--- src/rtl/dram_bus_master.sv ---
// Request/response master for the asynchronous-SRAM-style DRAM bus.
// Handles single beats and incrementing bursts with programmable wait states.
module dram_bus_master #(
  parameter int DWIDTH      = 8,
  parameter int AWIDTH      = 4,
  parameter int LWIDTH      = 2,
  parameter int WAIT_CYCLES = 0
) (
  input  logic              i_ck,
  input  logic              i_rstn,
  input  logic              i_req_valid,
  output logic              o_req_ready,
  input  logic              i_req_rw,
  input  logic [AWIDTH-1:0] i_req_addr,
  input  logic [LWIDTH-1:0] i_req_len,
  input  logic              i_wdata_valid,
  output logic              o_wdata_ready,
  input  logic [DWIDTH-1:0] i_wdata,
  output logic              o_rsp_valid,
  output logic [DWIDTH-1:0] o_rsp_data,
  output logic              o_rsp_last,
  output logic              o_busy,
  output logic              o_csn,
  output logic              o_rw,
  output logic [AWIDTH-1:0] o_address,
  output logic [DWIDTH-1:0] o_data,
  output logic              o_data_oe,
  input  logic [DWIDTH-1:0] i_data
);

  localparam logic [1:0] IDLE   = 2'd0;
  localparam logic [1:0] WLOAD  = 2'd1;
  localparam logic [1:0] ACCESS = 2'd2;

  localparam int                CWIDTH   = (WAIT_CYCLES > 0) ? $clog2(WAIT_CYCLES + 1) : 1;
  localparam logic [CWIDTH-1:0] CNT_LAST = CWIDTH'(WAIT_CYCLES);

  logic [1:0]        state;
  logic              alive_q;   // low only until the first edge after reset release
  logic              rw_q;
  logic [AWIDTH-1:0] addr_q;
  logic [LWIDTH-1:0] left_q;
  logic [DWIDTH-1:0] data_q;
  logic [CWIDTH-1:0] cnt_q;
  logic              req_fire;
  logic              in_access;

  assign in_access = (state == ACCESS);
  assign req_fire  = i_req_valid && o_req_ready;

  // Bus outputs are decoded from registered state only, so no input can glitch the pins.
  assign o_req_ready   = alive_q && (state == IDLE);
  assign o_wdata_ready = (state == WLOAD);
  assign o_busy        = (state != IDLE);
  assign o_csn         = !in_access;
  assign o_rw          = in_access ? rw_q : 1'b1;
  assign o_address     = addr_q;
  assign o_data        = data_q;
  assign o_data_oe     = in_access && !rw_q;

  // NOTE: every register here uses non-blocking assignment so all state updates
  // see the pre-edge values; the async reset branch covers every register.
  always_ff @(posedge i_ck or negedge i_rstn) begin
    if (!i_rstn) begin
      state       <= IDLE;
      alive_q     <= 1'b0;
      rw_q        <= 1'b1;
      addr_q      <= '0;
      left_q      <= '0;
      data_q      <= '0;
      cnt_q       <= '0;
      o_rsp_valid <= 1'b0;
      o_rsp_data  <= '0;
      o_rsp_last  <= 1'b0;
    end else begin
      alive_q     <= 1'b1;
      o_rsp_valid <= 1'b0;
      o_rsp_last  <= 1'b0;
      case (state)
        IDLE: begin
          if (req_fire) begin
            rw_q   <= i_req_rw;
            addr_q <= i_req_addr;
            left_q <= i_req_len;
            cnt_q  <= '0;
            state  <= i_req_rw ? ACCESS : WLOAD;
          end
        end
        WLOAD: begin
          if (i_wdata_valid) begin
            data_q <= i_wdata;
            state  <= ACCESS;
          end
        end
        ACCESS: begin
          if (cnt_q != CNT_LAST) begin
            cnt_q <= cnt_q + CWIDTH'(1);
          end else begin
            cnt_q <= '0;
            if (rw_q) begin
              o_rsp_valid <= 1'b1;
              o_rsp_data  <= i_data;
              o_rsp_last  <= (left_q == '0);
            end
            if (left_q != '0) begin
              // Address wraps naturally at the top of the AWIDTH range.
              left_q <= left_q - LWIDTH'(1);
              addr_q <= addr_q + AWIDTH'(1);
              state  <= rw_q ? ACCESS : WLOAD;
            end else begin
              state <= IDLE;
            end
          end
        end
        default: state <= IDLE;
      endcase
    end
  end

endmodule

--- config.mk ---
export PLATFORM = sky130hd
export DESIGN_NAME = dram_bus_master
export DESIGN_NICKNAME = d
export VERILOG_FILES = /design/src/rtl/dram_bus_master.sv
export SDC_FILE = /design/constraint.sdc
export NUM_CORES = 1
export LEC_CHECK = 0
export ABC_CLOCK_PERIOD_IN_PS = 1300
export BUFFER_PORTS_ARGS = -buffer_cell sky130_fd_sc_hd__buf_4
export CORE_MARGIN = 2
export CORE_UTILIZATION = 30
export CTS_CLUSTER_DIAMETER = 200
export CTS_CLUSTER_SIZE = 12
export DETAILED_ROUTE_END_ITERATION = 10
export PLACE_DENSITY = 0.55
export SYNTH_ARGS = -nofsm -noshare
export SYNTH_HDL_FRONTEND = slang
export SYNTH_SLANG_ARGS = --single-unit
--- constraint.sdc ---
create_clock -name i_ck -period 1.3 [get_ports i_ck]
set_input_delay 0.13 -clock i_ck [delete_from_list [all_inputs] [get_ports i_ck]]
set_output_delay 0.13 -clock i_ck [all_outputs]
set_load 0.02 [all_outputs]
Word-level counts from Yosys, hierarchy flattened

Index checks and enable logic that the tools add are counted.

Input port bits: 27
Bits in latches: 0
Memories kept: 0
Bits in read-only memories: 0
Output and inout bits: 28
Logic and storage cells: 61
Bits in writable memories: 0
Register bits: 29

Equal/unequal tests: 6
Shift-type cells: 0
Multipliers: 0
Order comparisons: 0
Bitwise gates (word level): 1
Add/subtract/negate cells: 3
Mux-type cells: 25
Divide/modulo/power cells: 0
Reduce and logical (&&, ||, !) cells: 16

Operators by type and width:

| cell                | number |
|---|---|
| $mux 2              | 9 |
| $mux 4              | 3 |
| $mux 1              | 9 |
| $pmux 4 s2          | 1 |
| $ne 2x2->1 const B  | 3 |
| $pmux 2 s3          | 1 |
| $reduce_and 2->1    | 3 |
| $reduce_and 3->1    | 2 |
| $reduce_bool 2->1   | 3 |
| $add 4x1->4 const B | 1 |
| $logic_not 2->1     | 2 |
| $pmux 2 s2          | 1 |
| $reduce_and 4->1    | 1 |
| $logic_and 1x1->1   | 3 |
| $eq 2x1->1 const B  | 1 |
| $eq 2x2->1 const B  | 1 |
| $logic_not 1->1     | 2 |
| $ne 2x1->1 const B  | 1 |
| $pmux 1 s2          | 1 |
| $sub 2x1->2 const B | 1 |
| $add 1x1->1 const B | 1 |
| $not 1->1           | 1 |

Depth between registers and ports, before layout

Gate-level depths: netlist of run 1.

Word-level depth: 5
Gate-level depth with buffers: 5
Mapped depth without buffers: 5

Worst setup path before layout of run 1

OpenSTA, ideal clock, no wires.

Path type: register to register
From: register addr_q[0], in the netlist o_address[0]
To: register addr_q[1], in the netlist o_address[1]
Slack: -0.134 ns
Required time: 1.175 ns
Clock period less this slack: 1.434 ns
Stages on the path, launching flop included: 4
Setup time: 0.125 ns
Arrival time: 1.309 ns
Path buffers: 0
Cells stage by stage: dfrtp_1 -> ha_1 -> mux2_1 -> mux2_4

Longest elaborated chain between the ends: 4

RTL lines:

| item                   | RTL line | text |
|---|---|---|
| from (decl)            | 41       | `logic [AWIDTH-1:0] addr_q;` |
| from (signal assigned) | 83       | `addr_q <= i_req_addr;` |
| from (signal assigned) | 108      | `addr_q <= addr_q + AWIDTH'(1);` |
| $add 4x1->4            | 108      |  |
| $mux 4                 | 105      | `if (left_q != '0) begin` |
| $mux 4                 | 96       | `if (cnt_q != CNT_LAST) begin` |
| $pmux 4 s2             | 79       | `case (state)` |

No other way between the ends. The select of a mux whose other input is x is not followed.
A chain may end at the register's enable or synchronous reset.

Worst setup path after layout of run 1

From: register state[0]
To: register addr_q[1], in the netlist o_address[1]

Longest elaborated chain between the ends: 5
Elaborated cells between the ends (all ways): 10
Classes of those cells: eq/ne (4); mux (1); reduce/logical (5)

RTL lines:

| item                       | RTL line | text |
|---|---|---|
| from (decl)                | 38       | `logic [1:0] state;` |
| from (signal assigned)     | 86       | `state <= i_req_rw ? ACCESS : WLOAD;` |
| from (signal assigned)     | 109      | `state <= rw_q ? ACCESS : WLOAD;` |
| $logic_not 2->1            | 52, 79   |  |
| $logic_and 1x1->1          | 52       | `assign o_req_ready = alive_q && (state == IDLE);` |
| $logic_and 1x1->1          | 49       | `assign req_fire = i_req_valid && o_req_ready;` |
| $ne 2x2->1 (no line)       | -        |  |
| $reduce_and 4->1 (no line) | -        |  |

Parallel ways exist; a longest one is shown, timed or not.

==> impl_results.md, run 1 <==
* CP most frequent cell: buf_4
* Initial antenna violation count at 0
* Pwr Density at ~2400 nW/um^2
* Hold EP: o_data[6]$_DFFE_PN0P_
* Grt ovf at 0
* Vias in the first global route at 1119
* CP arrival at between 1500 and 2000 ps
* Cells after Synth at 97
* Worst Skew at 7.28 ps
* Tot Pwr at ~0.0053 W
* Worst-Skew Late Latency at between 200 and 300 ps
* Final nets at between 200 and 250
* Area Overhead vs Synth at 71.3%
* Hold Path Depth at 2
* HP Class: in -> reg
* Startpoint Class: flip-flop
* CP max stage delay at 450 ps
* Final-report max-slew violation count at 0
* CTS sink cnt at 28
* Initial core utilization at 0.305
* Final Hold Viols at 0
* Outcome: complete, but fails checks
* Final TNS setup at -2080 ps
* RSZ-0062 raised after global routing: true
* Yosys top cell by area: dfrtp_1
* Period utilization at 1.11
* Fillers at 387
* Core ar. at 4290 sq um
* Row count at 24
* Starting DRC count in detailed routing at 21
* P_leak at 1.12 nW
* Crit path max-delay family: flip-flops
* Final ANT Viol Nets at 0
* WL/cell at approximately 15 um
* Die width at around 70 um
* Post-DP HPWL at 2470 um
* PortBufs at 54
* Top cell type's share of synthesized area at 0.515
* Top post-synthesis cells by area: dfrtp_1 52%, mux2_4 10%, mux2_1 8.6%, nor4b_1 2.7%, dfstp_2 2.0%
* CTS Buf Count at 3
* Worst Path Required at approximately 1500 ps
* Critical Path Slowest Stage Cell: dfrtp_2
* Distinct cell type count of the synthesized netlist at 33
* Final Critical Period at 1440 ps
* DRC at 0
* First-pass GRT wire length at approximately 5600 um
* CP bufs+invs at 2
* Io pins at 55
* Hold Path Origin: i_wdata[6]
* Routed wire length at 3640 um
* CP Max Fanout at 5
* GRT Util Overall at 0.145
* CTS max path bufs at 2
* CTS tree: built
* Syn nets at 126
* Final setup fails at 29
* Clock transition at the registers of the reported paths at 100 ps
* Crit Reg-Reg Endpoint: o_address[1]$_DFFE_PN0P_
* Seq cells post-synth at 28
* Antenna cells at 0
* Worst VDD drop at between 0.8 and 0.9 mV
* CTS root buf: clkbuf_8
* Post-Syn Area at 1310 sq um
* Origin of the critical flop-to-flop path: state[0]$_DFFE_PN0P_
* CP Cell Sequence: buf_4 > buf_4 > nor3b_4 > nor2_4 > mux2_4
* Vias per cell at around 4.7
* Setup Crit Path Kind: reg -> reg
* RD Place Congestion at roughly 0.83
* Htree depth at 1
* Ys Warns at 0
* TritonRoute pass-1 iters at 3
* Die area at 4920 sq um
* Sequential fraction of the synthesis area at 0.535
* Via Count at roughly 1100
* Mean Syn Cell Area at 13.5 sq um
* Worst setup margin at -142 ps
* Worst Reg-to-Reg Cells at 5
* Layout cell share with drive strength beyond 1 at 0.696
* Die height at 70.1 um
* CP Capture Type: flip-flop
* Pin count of the biggest net entering global routing at 29
* R2R Setup Slk at -140 ps
* Max Clk Rate at 693 MHz
* DP Worst Slack at -34.4 ps
* Violated checks: setup timing
* Max-cap viol count at 0
layout make-up:
class | count | area [sq um] | area share
Clock buffer | 4 | 45.0 | 0.0201
Inverter | 7 | 33.8 | 0.0150
Multi-Input combinational cell | 62 | 712 | 0.317
Sequential cell | 28 | 707 | 0.315
Tap cell | 52 | 65.1 | 0.0290
Timing Repair Buffer | 83 | 683 | 0.304
Yosys cell counts:
cell and instances:
nor4b_1 4, or2_1 1, o21ai_1 2, a22oi_1 1
nor3b_1 2, o22ai_1 2, dfrtp_1 27, nor3b_2 1
nor2_1 5, nand2_4 2, nand2_1 1, and2b_2 1
nor4bb_1 1, mux2_4 9, inv_2 2, o2bb2ai_1 2
ha_1 2, a32oi_1 1, mux2_1 10, and4b_1 1
nand2b_1 1, and3_1 1, mux2i_1 1, nor2_4 1
buf_2 2, conb_1 1, a211o_1 2, and4bb_4 1
inv_1 5, a21oi_1 2, a31oi_1 1, dfstp_2 1
nor2b_4 1
cell families after synthesis:
| kind of cell | synth area share |
|---|---|
| AOI/OAI and AO/OA | 0.0687 |
| and+or+nand+nor | 0.150 |
| DFF | 0.535 |
| buffers and inverters | 0.0277 |
| muxes | 0.197 |
| adders and majority gates | 0.0191 |
| other | 0.00286 |
flip-flops by register name (all words and copies together) (netlist names):
signal       flops
o_data           8
o_address        4
o_rsp_last       1
alive_q          1
o_rsp_data       8
state            2
o_rsp_valid      1
left_q           2
rw_q             1
worst register-to-register path: cells and delay by family (launching register included):
family	cells	cell delay (ps)
simple gates	2	320
mux	1	290
flops	1	450
buf+inv	2	290
routing by layer:
metal	track usage	share of wire
met5	0	0
met4	0.0641	0.014
met3	0.0346	0.044
met2	0.267	0.55
met1	0.157	0.40
cells in the final DEF, fill, tap and decap left out, types with 2 or more instances in the layout:
master / Yosys / routed
nor2_4: 1 / 3
dfrtp_1: 27 / 23
a211o_1: 2 / 2
nor2_1: 5 / 3
o22ai_1: 2 / 2
nand2_8: 0 / 4
a21oi_1: 2 / 2
o2bb2ai_1: 2 / 2
o21ai_1: 2 / 2
dfrtp_2: 0 / 4
clkbuf_8: 0 / 3
buf_4: 0 / 70
inv_2: 2 / 2
inv_1: 5 / 4
nor4b_1: 4 / 3
buf_6: 0 / 10
mux2_4: 9 / 19
metrics by stage:
stage / hold WS (ps) / cell area, sq um / util / std cells
CTS: 61.0 / 2140 / 0.498 / 230
finish: 77.5 / 2250 / 0.523 / 236
detailed placement: 80.7 / 1910 / 0.446 / 218
floorplan: -166 / 1330 / - / 97
global route: 60.6 / 2250 / 0.523 / 236
global placement: 74.6 / 1910 / 0.446 / 218
worst max path at each step:
| stage | startpoint | endpoint | slack, ps | cells after the start |
|---|---|---|---|---|
| floorplan | o_address[1]$_DFFE_PN0P_ | o_address[1]$_DFFE_PN0P_ | -70 | 3 |
| global placement | left_q[0]$_DFFE_PN0P_ | left_q[0]$_DFFE_PN0P_ | -8 | 5 |
| detailed placement | state[1]$_DFFE_PN0P_ | o_rsp_data[2]$_DFFE_PN0P_ | -30 | 4 |
| CTS | state[0]$_DFFE_PN0P_ | o_req_ready | -170 | 4 |
| global route | state[0]$_DFFE_PN0P_ | o_address[2]$_DFFE_PN0P_ | -190 | 6 |
| finish | state[0]$_DFFE_PN0P_ | o_address[1]$_DFFE_PN0P_ | -140 | 5 |
power breakdown:
group	total, W	internal, W	switching [W]	leakage [nW]
sequential	0.00162	0.00130	0.000328	0.332
clock	0.000486	0.000220	0.000266	0.0228
combinational	0.00321	0.00179	0.00142	0.761
total	0.00532	0.00331	0.00201	1.12
repair_timing:
action                                  CTS  global route
pin swaps                                 8             5
cloned                                    0             2
hold endpoints to repair                 27             0
buffers inserted                          7             4
resized for setup                        29             9
endpoints found under the setup margin   27            29
hold buffers                              1             0
Power figures use the tool's default switching activity.
==> run 2: changes to the inputs <==
--- a/config.mk
+++ b/config.mk
@@ -5,14 +5,15 @@
 export SDC_FILE = /design/constraint.sdc
 export NUM_CORES = 1
 export LEC_CHECK = 0
-export ABC_CLOCK_PERIOD_IN_PS = 1300
+export ABC_CLOCK_PERIOD_IN_PS = 1800
 export BUFFER_PORTS_ARGS = -buffer_cell sky130_fd_sc_hd__buf_4
 export CORE_MARGIN = 2
 export CORE_UTILIZATION = 30
 export CTS_CLUSTER_DIAMETER = 200
 export CTS_CLUSTER_SIZE = 12
 export DETAILED_ROUTE_END_ITERATION = 10
-export PLACE_DENSITY = 0.55
+export PLACE_DENSITY = 0.53
+export RECOVER_POWER = 25
 export SYNTH_ARGS = -nofsm -noshare
 export SYNTH_HDL_FRONTEND = slang
 export SYNTH_SLANG_ARGS = --single-unit
==> constraint.sdc (replaced) <==
create_clock -name i_ck -period 1.8 [get_ports i_ck]
set_input_delay 0.18 -clock i_ck [delete_from_list [all_inputs] [get_ports i_ck]]
set_output_delay 0.18 -clock i_ck [all_outputs]
set_load 0.02 [all_outputs]
==> impl_results.md, run 2 (synthesis results as in run 1) <==
* Outcome: finished clean
* WL/cell at 13.3 um (-13%)
* Commonest non-fill, non-tap cell in the layout: buf_4
* Area Overhead vs Synth at 39.3%
* Vias per cell at 4.65 (-0.69%)
* CP arrival at 1430 ps (-180 ps)
* Worst Reg-to-Reg Cells at 5 (unchanged)
* Pwr Density at 1690 nW/um^2 (-28%)
* Vias in the first global route at 1002 (-10%)
* Multi-input logic area at 573 sq um (-20%)
* Final setup fails at 0 (-100%)
* Startpoint Class: flip-flop
* CTS root buf: clkbuf_8
* Hold Path Origin: i_data[5]
* P_leak at 0.912 nW (-18%)
* Initial core utilization at 0.305 (unchanged)
* Comb power frac at 0.509 (-0.094)
* Worst VDD drop at 0.845 mV (-4.1%)
* Antenna cells at 0 (unchanged)
* Initial antenna violation count at 0 (unchanged)
* Hold Path Depth at 2 (unchanged)
* Pin count of the biggest net entering global routing at 29 (unchanged)
* Grt ovf at 0 (unchanged)
* Post-DP HPWL at 2060 um (-16%)
* Worst-Skew Late Latency at 270 ps (about the same)
* Max Clk Rate at a little over 600 MHz
* Clock transition at the registers of the reported paths at 90 ps (about the same)
* Row count at 24 (unchanged)
* Final-report max-slew violation count at 0 (unchanged)
* Leading cell types in the layout, fill and taps excluded: 53 x buf_4, 25 x dfrtp_1, 10 x mux2_1
* Final Hold Viols at 0 (unchanged)
* Clock share of power at 0.109 (+0.018)
* Final TNS setup at 0 ps (+2080 ps)
* Register area at 704 sq um (-0.35%)
* TritonRoute pass-1 iters at 4 (+1)
* CTS sink cnt at 28 (unchanged)
* Setup Crit Path Kind: reg -> out
* Sequential Power Share at 0.382 (+0.077)
* Fillers at 421 (+8.8%)
* HP Class: in -> reg
* Die width at 70.1 um (unchanged)
* Layout cell share with drive strength beyond 1 at 0.506 (-0.189)
* Final nets at 184 (-14%)
* Final ANT Viol Nets at 0 (unchanged)
* CTS Buf Count at 3 (unchanged)
* Max-cap viol count at 0 (unchanged)
* Starting DRC count in detailed routing at 81 (+290%)
* Worst Path Required at 1620 ps (+150 ps)
* P_int at 0.00189 W (-43%)
* RD Place Congestion at 0.802 (-3.2%)
* CP Max Fanout at 16 (+11)
* Slew HR at 0.528
* DRC at 0 (unchanged)
* Hold EP: o_rsp_data[5]$_DFFE_PN0P_
* Die area at 4920 sq um (unchanged)
* GRT Util Overall at 0.117 (-0.0284)
* Hold Worst Slack at 121 ps (+43.4 ps)
* Worst Skew at 5.02 ps (-2.26 ps)
* Final Critical Period at 1610 ps
* RSZ-0062 raised after global routing: false
* Core ar. at 4290 sq um (unchanged)
* Via Count at 957 (-13%)
* Origin of the critical flop-to-flop path: left_q[0]$_DFFE_PN0P_
* R2R Setup Slk at 270 ps (+410 ps)
* Crit Reg-Reg Endpoint: o_address[1]$_DFFE_PN0P_
* Htree depth at 1 (unchanged)
* Worst Tran Pin Value at 708 ps
* Io pins at 55 (unchanged)
* Routed wire length at 2750 um (-24%)
* Switch Pwr at 0.00120 W (-40%)
* PortBufs at 54 (unchanged)
* CTS tree: built
* Sw frac at 0.387 (+0.00925)
* CTS max path bufs at 2 (unchanged)
* First-pass GRT wire length at 4630 um (-17%)
* Period utilization at 0.896
* CP Capture Type: primary output
* Die height at 70.1 um (unchanged)
-- run 2: area by class of cell --
class	count	area share
flip-flops and latches	28	0.386
multi-input cells	60	0.314
repair buffers	55	0.226
well taps	52	0.0356
clock buffers	4	0.0247
inverters	7	0.0144
-- run 2: power groups by stage --
stage / Sequential, W / Combinational (W) / Clock, W
after CTS: 0.00118 / 0.00160 / 0.000357
final: 0.00118 / 0.00158 / 0.000336
after detailed placement: 0.00118 / 0.00160 / 0
after global placement: 0.00118 / 0.00159 / 0
after global routing: 0.00123 / 0.00169 / 0.000386
after floorplan: 0.00141 / 0.000723 / 0
-- run 2: stage by stage --
stage | setup slack [ps] | power (W) | util | instance area, sq um | instances
floorplan | 366 | 0.00213 | - | 1310 | 97
global placement | 271 | 0.00277 | 0.413 | 1770 | 201
detailed placement | 243 | 0.00278 | 0.413 | 1770 | 201
CTS | 46.3 | 0.00314 | 0.425 | 1830 | 206
global route | 61.2 | 0.00331 | 0.425 | 1830 | 206
finish | 188 | 0.00309 | 0.425 | 1830 | 206
-- run 2: critical path: stages (launching register included) --
cell	delay (ps)
dfrtp_2	500
nor2b_4	240
inv_2	90
nor2_1	130
inv_1	50
buf_4	150
-- run 2: worst max-delay path by stage --
stage / start / cells after the start / endpoint / slack [ps]
6_report: state[1]$_DFFE_PN0P_ / 5 / o_rw / 190
5_1_grt: state[1]$_DFFE_PN0P_ / 5 / o_rw / 60
4_1_cts: state[1]$_DFFE_PN0P_ / 5 / o_rw / 50
3_5_place_dp: state[1]$_DFFE_PN0P_ / 3 / o_address[1]$_DFFE_PN0P_ / 240
3_3_place_gp: state[0]$_DFFE_PN0P_ / 3 / o_address[1]$_DFFE_PN0P_ / 270
2_1_floorplan: o_address[0]$_DFFE_PN0P_ / 3 / o_address[1]$_DFFE_PN0P_ / 370
-- run 2: routing by layer --
metal / GRT usage / up-vias / wire [um] / share of wire
met3: 0.0433 / 2 / 233 / 0.085
li1: - / 465 / - / -
met2: 0.188 / 40 / 1290 / 0.47
met5: 0 / - / 0 / 0
met1: 0.151 / 450 / 1210 / 0.44
met4: 0.0256 / 0 / 18 / 0.0065
-- run 2: what timing repair did --
| item | in CTS | in global routing |
|---|---|---|
| setup buffers | 0 | 0 |
| endpoints found under the hold margin | 27 | 0 |
| endpoints found under the setup margin | 0 | 2 |
| hold buffers | 1 | 0 |
| gates resized for setup | 0 | 2 |
